===== src/rtl/pe_tile_scheduler.sv =====
// Tile-level sequencer for PE_Controller: one weight load, then I_BlockCount rounds of
// input load / accumulate / back-pressured drain, finishing with a one-cycle done pulse.
module pe_tile_scheduler #(
  parameter int W_PEGroupSize     = 4,
  parameter int O_PEGroupSize     = 4,
  parameter int I_PEGroupSize     = W_PEGroupSize + O_PEGroupSize - 1,
  parameter int I_BlockCount      = 4,
  parameter int I_BlockCountWidth = 2,
  parameter int CntWidth          = 3
) (
  input  logic                         clk,
  input  logic                         aclr_n,
  input  logic                         sclr,
  input  logic                         start,
  input  logic                         out_ready,
  output logic                         EN_W,
  output logic                         EN_I,
  output logic                         EN_O_In,
  output logic                         EN_O_Out,
  output logic                         busy,
  output logic                         done,
  output logic [I_BlockCountWidth-1:0] block_idx
);

  typedef enum logic [2:0] {
    S_IDLE   = 3'd0,
    S_LOAD_W = 3'd1,
    S_LOAD_I = 3'd2,
    S_ACCUM  = 3'd3,
    S_DRAIN  = 3'd4,
    S_DONE   = 3'd5
  } state_t;

  localparam logic [CntWidth-1:0]          CNT_ZERO = {CntWidth{1'b0}};
  localparam logic [CntWidth-1:0]          CNT_ONE  = CntWidth'(1);
  localparam logic [CntWidth-1:0]          W_LAST   = CntWidth'(W_PEGroupSize - 1);
  localparam logic [CntWidth-1:0]          I_LAST   = CntWidth'(I_PEGroupSize - 1);
  localparam logic [CntWidth-1:0]          O_LAST   = CntWidth'(O_PEGroupSize - 1);
  localparam logic [I_BlockCountWidth-1:0] BLK_ZERO = {I_BlockCountWidth{1'b0}};
  localparam logic [I_BlockCountWidth-1:0] BLK_ONE  = I_BlockCountWidth'(1);
  localparam logic [I_BlockCountWidth-1:0] BLK_LAST = I_BlockCountWidth'(I_BlockCount - 1);

  state_t                         state_q, state_d;
  logic [CntWidth-1:0]            cnt_q, cnt_d;
  logic [I_BlockCountWidth-1:0]   blk_q, blk_d;
  logic                           en_w_q, en_w_d;
  logic                           en_i_q, en_i_d;
  logic                           en_oin_q, en_oin_d;
  logic                           drain_q, drain_d;
  logic                           busy_q, busy_d;
  logic                           done_q, done_d;

  // Next-state, beat counter and block index; sclr overrides every transition.
  always_comb begin
    state_d = state_q;
    cnt_d   = cnt_q;
    blk_d   = blk_q;
    if (sclr) begin
      state_d = S_IDLE;
      cnt_d   = CNT_ZERO;
      blk_d   = BLK_ZERO;
    end else begin
      case (state_q)
        S_IDLE: begin
          if (start) begin
            state_d = S_LOAD_W;
            cnt_d   = CNT_ZERO;
            blk_d   = BLK_ZERO;
          end else begin
            state_d = S_IDLE;
          end
        end
        S_LOAD_W: begin
          if (cnt_q == W_LAST) begin
            cnt_d   = CNT_ZERO;
            state_d = S_LOAD_I;
          end else begin
            cnt_d = cnt_q + CNT_ONE;
          end
        end
        S_LOAD_I: begin
          if (cnt_q == I_LAST) begin
            cnt_d   = CNT_ZERO;
            state_d = S_ACCUM;
          end else begin
            cnt_d = cnt_q + CNT_ONE;
          end
        end
        S_ACCUM: begin
          if (cnt_q == O_LAST) begin
            cnt_d   = CNT_ZERO;
            state_d = S_DRAIN;
          end else begin
            cnt_d = cnt_q + CNT_ONE;
          end
        end
        S_DRAIN: begin
          // Only accepted beats count, so a stalled drain simply holds here.
          if (out_ready) begin
            if (cnt_q == O_LAST) begin
              cnt_d = CNT_ZERO;
              if (blk_q == BLK_LAST) begin
                state_d = S_DONE;
              end else begin
                blk_d   = blk_q + BLK_ONE;
                state_d = S_LOAD_I;
              end
            end else begin
              cnt_d = cnt_q + CNT_ONE;
            end
          end else begin
            cnt_d = cnt_q;
          end
        end
        S_DONE: begin
          state_d = S_IDLE;
        end
        default: begin
          state_d = S_IDLE;
          cnt_d   = CNT_ZERO;
          blk_d   = BLK_ZERO;
        end
      endcase
    end
  end

  // Output flags decoded from the next state so they line up with the state register.
  always_comb begin
    en_w_d   = (state_d == S_LOAD_W);
    en_i_d   = (state_d == S_LOAD_I);
    en_oin_d = (state_d == S_ACCUM);
    drain_d  = (state_d == S_DRAIN);
    busy_d   = (state_d != S_IDLE);
    done_d   = (state_d == S_DONE);
  end

  // State, counter, block index and output flags.
  always_ff @(posedge clk or negedge aclr_n) begin
    if (!aclr_n) begin
      state_q  <= S_IDLE;
      cnt_q    <= CNT_ZERO;
      blk_q    <= BLK_ZERO;
      en_w_q   <= 1'b0;
      en_i_q   <= 1'b0;
      en_oin_q <= 1'b0;
      drain_q  <= 1'b0;
      busy_q   <= 1'b0;
      done_q   <= 1'b0;
    end else begin
      state_q  <= state_d;
      cnt_q    <= cnt_d;
      blk_q    <= blk_d;
      en_w_q   <= en_w_d;
      en_i_q   <= en_i_d;
      en_oin_q <= en_oin_d;
      drain_q  <= drain_d;
      busy_q   <= busy_d;
      done_q   <= done_d;
    end
  end

  // The drain enable follows out_ready within the cycle, gated by the registered DRAIN flag.
  assign EN_W      = en_w_q;
  assign EN_I      = en_i_q;
  assign EN_O_In   = en_oin_q;
  assign EN_O_Out  = drain_q & out_ready;
  assign busy      = busy_q;
  assign done      = done_q;
  assign block_idx = blk_q;

endmodule


===== config.mk =====
export PLATFORM = sky130hd
export DESIGN_NAME = pe_tile_scheduler
export DESIGN_NICKNAME = d
export VERILOG_FILES = /design/src/rtl/pe_tile_scheduler.sv
export SDC_FILE = /design/constraint.sdc
export NUM_CORES = 1
export LEC_CHECK = 0
export ABC_AREA = 1
export CAP_MARGIN = 25
export CELL_PAD_IN_SITES_DETAIL_PLACEMENT = 2
export CELL_PAD_IN_SITES_GLOBAL_PLACEMENT = 2
export CORE_ASPECT_RATIO = 0.75
export CORE_MARGIN = 2
export CORE_UTILIZATION = 31
export CTS_BUF_LIST = sky130_fd_sc_hd__clkbuf_8
export CTS_CLUSTER_DIAMETER = 30
export CTS_CLUSTER_SIZE = 14
export DETAILED_ROUTE_END_ITERATION = 16
export MAX_ROUTING_LAYER = met4
export PLACE_DENSITY_LB_ADDON = 0.1
export SLEW_MARGIN = 20
export SYNTH_ARGS = -nofsm -noshare
export SYNTH_HDL_FRONTEND = slang
export SYNTH_SLANG_ARGS = --single-unit
export TNS_END_PERCENT = 30

===== constraint.sdc =====
create_clock -name clk -period 1.7 [get_ports clk]
set_input_delay 0.17 -clock clk [delete_from_list [all_inputs] [get_ports clk]]
set_output_delay 0.17 -clock clk [all_outputs]
set_load 0.005 [all_outputs]

==> reports/metrics.cfg, run 1 <==
[worst_setup_path]
cp_common_cell = clkdlybuf4s50_1
crit_required_ns = 1.53
worst-path-stages = 4
crit_fanout = 4
crit_family = buffers and inverters
cp.buffers_inverters = 3
crit_path_start_kind = input pin
crit_type = input pin to output pin
crit_arrival_ns = 1.37
cp_slowest_cell = clkdlybuf4s50_1
cp_slowest_stage_delay_ns = 0.59
crit_chain = clkdlybuf4s50_1 -> nand2_1 -> inv_1 -> clkdlybuf4s50_1
worst-r2r-cell-count = 7
crit_path_end_kind = output pin

[flow_run]
cap_violations = 0

[clocking]
clk_latency_ns = 0.25
cts_root_buf = clkbuf_8
cts_inserted_buffers = 3
clock_path_buffers = 2
h-tree-depth = 1
cts_hold_buf = 0
cts_tree = built
clkSlewWorstSetupHoldPaths_ns = 0.06
cts_sinks = 14

[placement]
place_hpwl_um = 2080
place_area_um2 = 1070
io_buffers = 12
gp_congestion = 0.836
post-place-ws_ns = 0.0370
dp.cells = 176

[synth]
yosysTopAreaCell = dfrtp_1
synth_area_leaders = dfrtp_1, nand2_1, ha_1
synth_warnings = 0
synthFlopType = dfrtp_1
synth_commonest_cells = nand2_1, inv_1, nor2_1
synth-edff-count = 0
yosysSeqAreaShare_pct = 39.4
syn_inst = 126
synth_cell_types = 18
syn_area_per_cell_um2 = 7.05
ys_seq_elements = 14
yosysMostFrequentCell = nand2_1
async_flop_share_pct = 100
synth.cell_area_um2 = 888
yosysTopAreaCellShare_pct = 39.4
syn_nets = 137

[global_route]
grt_pass1_vias = 943
grt_usage_pct = 18.4
grt_pass1_wl_um = 4420
grt_max_degree = 15
grt_antenna_before_repair = 0
grt-ovfl-total = 0

[route]
drc = 0
drtAntennaViolNets = 0
first_pass_iters = 3
routed_wl_um = 2600
vias = 841
routed_via_density = 4.60
routedWlPerCell_um = 14.2
first_iter_violations = 14

[sta]
min_period_ns = 1.54
worst_pin_slew_ns = 0.374
timing.final.crit_share_pct = 90.7
maxSlewViolCount = 0
fmax_mhz = 649
setup_viol = 0
finalHoldViolCount = 0
slew_headroom_pct = 75.0
fin_skew_ns = 0.0105
finalWorstSetupSlack_ns = 0.159
fin_setup_tns_ns = 0

[final_layout]
nFillCells = 309
multi_input_area_um2 = 462
final_area_um2 = 1160
nets = 159
regArea_um2 = 350
drive_gt1_share_pct = 19.0
syn_to_final_growth_pct = 30.1
instances_no_fill = 183
diodes = 0

[die]
rows = 16
ios = 13
initial_core_util_pct = 33.4
die_y_um = 50.4
die_w_um = 65.8
core_area_um2 = 2660
die_area_um2 = 3310

[power_and_ir_drop]
leakage_nw = 0.632
p_per_area_nw_per_um2 = 667
ir_worst_vdd_mv = 0.594

[status]
outcome = finished clean

[hold_path]
worstHoldPathType = input pin to asynchronous set/reset pin

[cell families after synthesis]
group / after synthesis / synth area share, %
and+or+nand+nor: 78 / 38.6
buffers and inverters: 23 / 9.72
DFF: 14 / 39.4
adders and majority gates: 6 / 8.45
AOI/OAI and AO/OA: 5 / 3.80
[placed cells by master (no fill, tap or decap)]
cell type	n
ha_1	4
nor2_2	6
nor3_1	1
nor2_1	15
nand2_2	6
o31ai_1	1
nand3_2	1
nand3b_1	1
nand3_1	11
inv_2	3
buf_4	5
o211ai_1	1
dfrtp_1	14
ha_2	2
clkdlybuf4s50_1	12
o21ai_0	1
inv_1	19
clkbuf_8	4
a21oi_1	1
o21ai_2	1
nand2_1	37
clkinv_1	1
[where the power goes]
group | switching (mW) | internal, mW | leakage, nW
logic | 0.0616 | 0.0396 | 0.412
registers | 0.00680 | 0.341 | 0.192
clock network | 0.117 | 0.205 | 0.0288
[final cells by class]
type | instances | share of cell area (%)
flip-flops and latches | 14 | 30.3
well taps | 36 | 3.90
multi-input cells | 89 | 39.9
repair buffers | 17 | 13.6
inverters | 23 | 7.47
clock buffers | 4 | 4.76
[registers in the layout, indices dropped and copies added, names as in the netlist]
register / cells
cnt_q: 3
state_q: 3
EN_W: 1
drain_q: 1
EN_O_In: 1
EN_I: 1
block_idx: 2
busy: 1
done: 1
[worst paths after layout]
path	to	from	slack [ns]
max	EN_O_Out	out_ready	0.16
min	block_idx[1]	aclr_n	0.23
max reg2reg	drain_q	cnt_q[1]	0.16
min reg2reg	cnt_q[1]	cnt_q[1]	0.52
max in group asynchronous	cnt_q[1]	aclr_n	1.29
min in group clk	cnt_q[1]	cnt_q[1]	0.52
[what timing repair did]
| action | 4_1_cts | 5_1_grt |
|---|---|---|
| endpoints found under the setup margin | 0 | 9 |
| gates resized for setup | 0 | 4 |
| buffers inserted | 0 | 3 |
[layer usage]
layer	track usage (%)	vias up	part of all wire [%]
li1	-	422	-
met1	23.4	411	51
met2	31.0	6	48
met3	4.04	2	1.0
met4	2.08	0	0.31
met5	-	-	0
[stage by stage]
stage	power [mW]	hold slack, ns	util, %
2_1_floorplan	0.403	-0.126	-
3_3_place_gp	0.448	0.496	40.1
3_5_place_dp	0.452	0.504	40.1
4_1_cts	0.783	0.234	42.2
5_1_grt	0.818	0.235	43.4
6_report	0.771	0.230	43.4
No activity file was read; power rests on OpenSTA's default activity.
==> run 2, diff against run 1 <==
--- a/config.mk
+++ b/config.mk
@@ -20,3 +20,2 @@
 export PLACE_DENSITY_LB_ADDON = 0.1
-export SLEW_MARGIN = 20
 export SYNTH_ARGS = -nofsm -noshare
--- a/constraint.sdc
+++ b/constraint.sdc
@@ -3,2 +3,2 @@
 set_output_delay 0.17 -clock clk [all_outputs]
-set_load 0.005 [all_outputs]
+set_load 0.05 [all_outputs]
==> reports/metrics.cfg, run 2 (same netlist as run 1, synthesis figures left out) <==
[worst_setup_path]
crit_arrival_ns = 1.67  ; was 1.37 ns
worst-r2r-cell-count = 9  ; was 7
crit_fanout = 4  ; unchanged
crit_path_start_kind = flop  ; was input pin
worst-path-stages = 9  ; was 4
crit_chain = ha_4 -> ha_2 -> nand2_2 -> nor2_1 -> nor2_2 -> nand2_1 -> nand2_2 -> nand2_2 -> nand3_1  ; was clkdlybuf4s50_1 -> nand2_1 -> inv_1 -> clkdlybuf4s50_1
cp_common_cell = nand2_2  ; was clkdlybuf4s50_1
cp_slowest_cell = dfrtp_1  ; was clkdlybuf4s50_1
r2r_slack_ns = 0.15  ; was 0.16 ns
crit_path_end_kind = flop  ; was output pin
cp_slowest_stage_delay_ns = 0.42  ; was 0.59 ns
cp.buffers_inverters = 0  ; was 3
crit_required_ns = 1.81  ; was 1.53 ns
crit_type = flop to flop  ; was input pin to output pin
crit_family = simple AND/OR/NAND/NOR gates  ; was buffers and inverters

[flow_run]
cap_violations = 0  ; unchanged

[final_layout]
instances_no_fill = 182  ; was 183
mostFrequentLayoutCells = nand2_1, inv_1, nor2_1, dfrtp_1, nand3_1  ; was nand2_1, inv_1, nor2_1, dfrtp_1, clkdlybuf4s50_1
final_common_cell = nand2_1  ; unchanged
nFillCells = 324  ; was 309
final_util_pct = 43.7  ; was 43.4%
syn_to_final_growth_pct = 31.0  ; was 30.1%
drive_gt1_share_pct = 20.5  ; was 19.0%
nets = 158  ; was 159
diodes = 0  ; unchanged

[sta]
finalHoldViolCount = 0  ; unchanged
fmax_mhz = 644  ; was 649 MHz
fin_skew_ns = 0.00982  ; was 0.0105 ns
setup_viol = 0  ; unchanged
fin_hold_ws_ns = 0.231  ; was 0.230 ns
timing.final.crit_share_pct = 91.3  ; was 90.7%
slew_headroom_pct = 65.7  ; was 75.0%
finalWorstSetupSlack_ns = 0.147  ; was 0.159 ns
worst_pin_slew_ns = 0.513  ; was 0.374 ns
maxSlewViolCount = 0  ; unchanged
min_period_ns = 1.55  ; was 1.54 ns

[clocking]
clock_path_buffers = 2  ; unchanged
clkSlewWorstSetupHoldPaths_ns = 0.07  ; was 0.06 ns
cts_tree = built  ; unchanged
h-tree-depth = 1  ; unchanged
cts_inserted_buffers = 3  ; unchanged
cts_sinks = 14  ; unchanged
cts_hold_buf = 0  ; unchanged
cts_root_buf = clkbuf_8  ; unchanged
clk_latency_ns = 0.25  ; about the same

[route]
drtAntennaViolNets = 0  ; unchanged
drc = 0  ; unchanged
routed_via_density = 4.64  ; was 4.60
routedWlPerCell_um = 15.1  ; was 14.2 um
first_pass_iters = 2  ; was 3
first_iter_violations = 7  ; was 14
vias = 845  ; was 841
routed_wl_um = 2740  ; was 2600 um

[placement]
dp.cells = 176  ; unchanged
post-place-ws_ns = -0.0128  ; was 0.0370 ns
place_hpwl_um = 2130  ; was 2080 um
io_buffers = 12  ; unchanged
gp_congestion = 0.831  ; was 0.836

[global_route]
grt_pass1_vias = 952  ; was 943
grt_pass1_wl_um = 4480  ; was 4420 um
grt_antenna_before_repair = 0  ; unchanged
grt_max_degree = 15  ; unchanged
grt-ovfl-total = 0  ; unchanged
grt_usage_pct = 18.7  ; was 18.4%

[die]
initial_core_util_pct = 33.4  ; unchanged
die_area_um2 = 3310  ; unchanged
rows = 16  ; unchanged
ios = 13  ; unchanged
core_area_um2 = 2660  ; unchanged
die_w_um = 65.8  ; unchanged
die_y_um = 50.4  ; unchanged

[hold_path]
worstHoldPathType = input pin to asynchronous set/reset pin  ; unchanged

[power_and_ir_drop]
leakage_nw = 0.639  ; was 0.632 nW
p_per_area_nw_per_um2 = 686  ; was 667 nW/um^2
power_mw = 0.798  ; was 0.771 mW
ir_worst_vdd_mv = 0.487  ; was 0.594 mV

[status]
outcome = finished clean  ; unchanged

-- run 2: cell count changes in the layout (fill, tap and decap cells not counted) --
| cell | change |
|---|---|
| ha_4 | +1 |
| buf_4 | +1 |
| buf_12 | +1 |
| clkdlybuf4s50_1 | -3 |
| ha_2 | -1 |
-- run 2: area by class of cell --
type | count | area, um^2 | area share [%]
Multi-Input combinational cell | 89 | 472 | 40.5
Sequential cell | 14 | 350 | 30.1
Timing Repair Buffer | 16 | 155 | 13.3
Inverter | 23 | 86.3 | 7.42
Clock buffer | 4 | 55.1 | 4.73
Tap cell | 36 | 45.0 | 3.87
-- run 2: worst register-to-register path, stage by stage, from the launching register on --
cell,delay [ns]
dfrtp_1,0.42
ha_4,0.17
ha_2,0.20
nand2_2,0.07
nor2_1,0.13
nor2_2,0.06
nand2_1,0.09
nand2_2,0.08
nand2_2,0.10
nand3_1,0.09
-- run 2: worst paths after layout --
path | from | end
worst max register to register | cnt_q[0] | busy
max in group asynchronous | aclr_n | state_q[0]
worst min register to register | cnt_q[2] | cnt_q[2]
worst min-delay path | aclr_n | block_idx[0]
worst max-delay path | cnt_q[0] | busy
min in group clk | cnt_q[2] | cnt_q[2]
-- run 2: power by group --
group	total, mW	leakage [nW]	internal [mW]	switching, mW
Combinational	0.119	0.418	0.0409	0.0780
Clock	0.329	0.0288	0.205	0.124
Sequential	0.350	0.192	0.341	0.00839
Total	0.798	0.639	0.587	0.210
-- run 2: per-layer routing --
layer | wire length [um] | track usage (%) | vias to the layer above
met1 | 1340 | 22.9 | 413
met2 | 1320 | 31.6 | 9
li1 | - | - | 419
met4 | 16 | 3.13 | 0
met5 | 0 | - | -
met3 | 62 | 4.93 | 4
-- run 2: through the flow --
| stage | setup TNS (ns) | area [um^2] |
|---|---|---|
| finish | 0 | 1160 |
| global placement | 0 | 1070 |
| global route | -0.00291 | 1160 |
| floorplan | 0 | 888 |
| detailed placement | -0.0128 | 1070 |
| CTS | 0 | 1130 |
-- run 2: repair_timing --
| action | in CTS | in global routing |
|---|---|---|
| pin swaps | 0 | 1 |
| gates resized for setup | 1 | 4 |
| buffers inserted | 0 | 2 |
| setup endpoints to repair | 2 | 8 |
| gates cloned | 0 | 0 |
==> run 3, diff against run 2 <==
CAP_MARGIN = 20   (was 25)
==> results of run 3 <==
Final layout, timing and power as in run 2 (identical DEF).
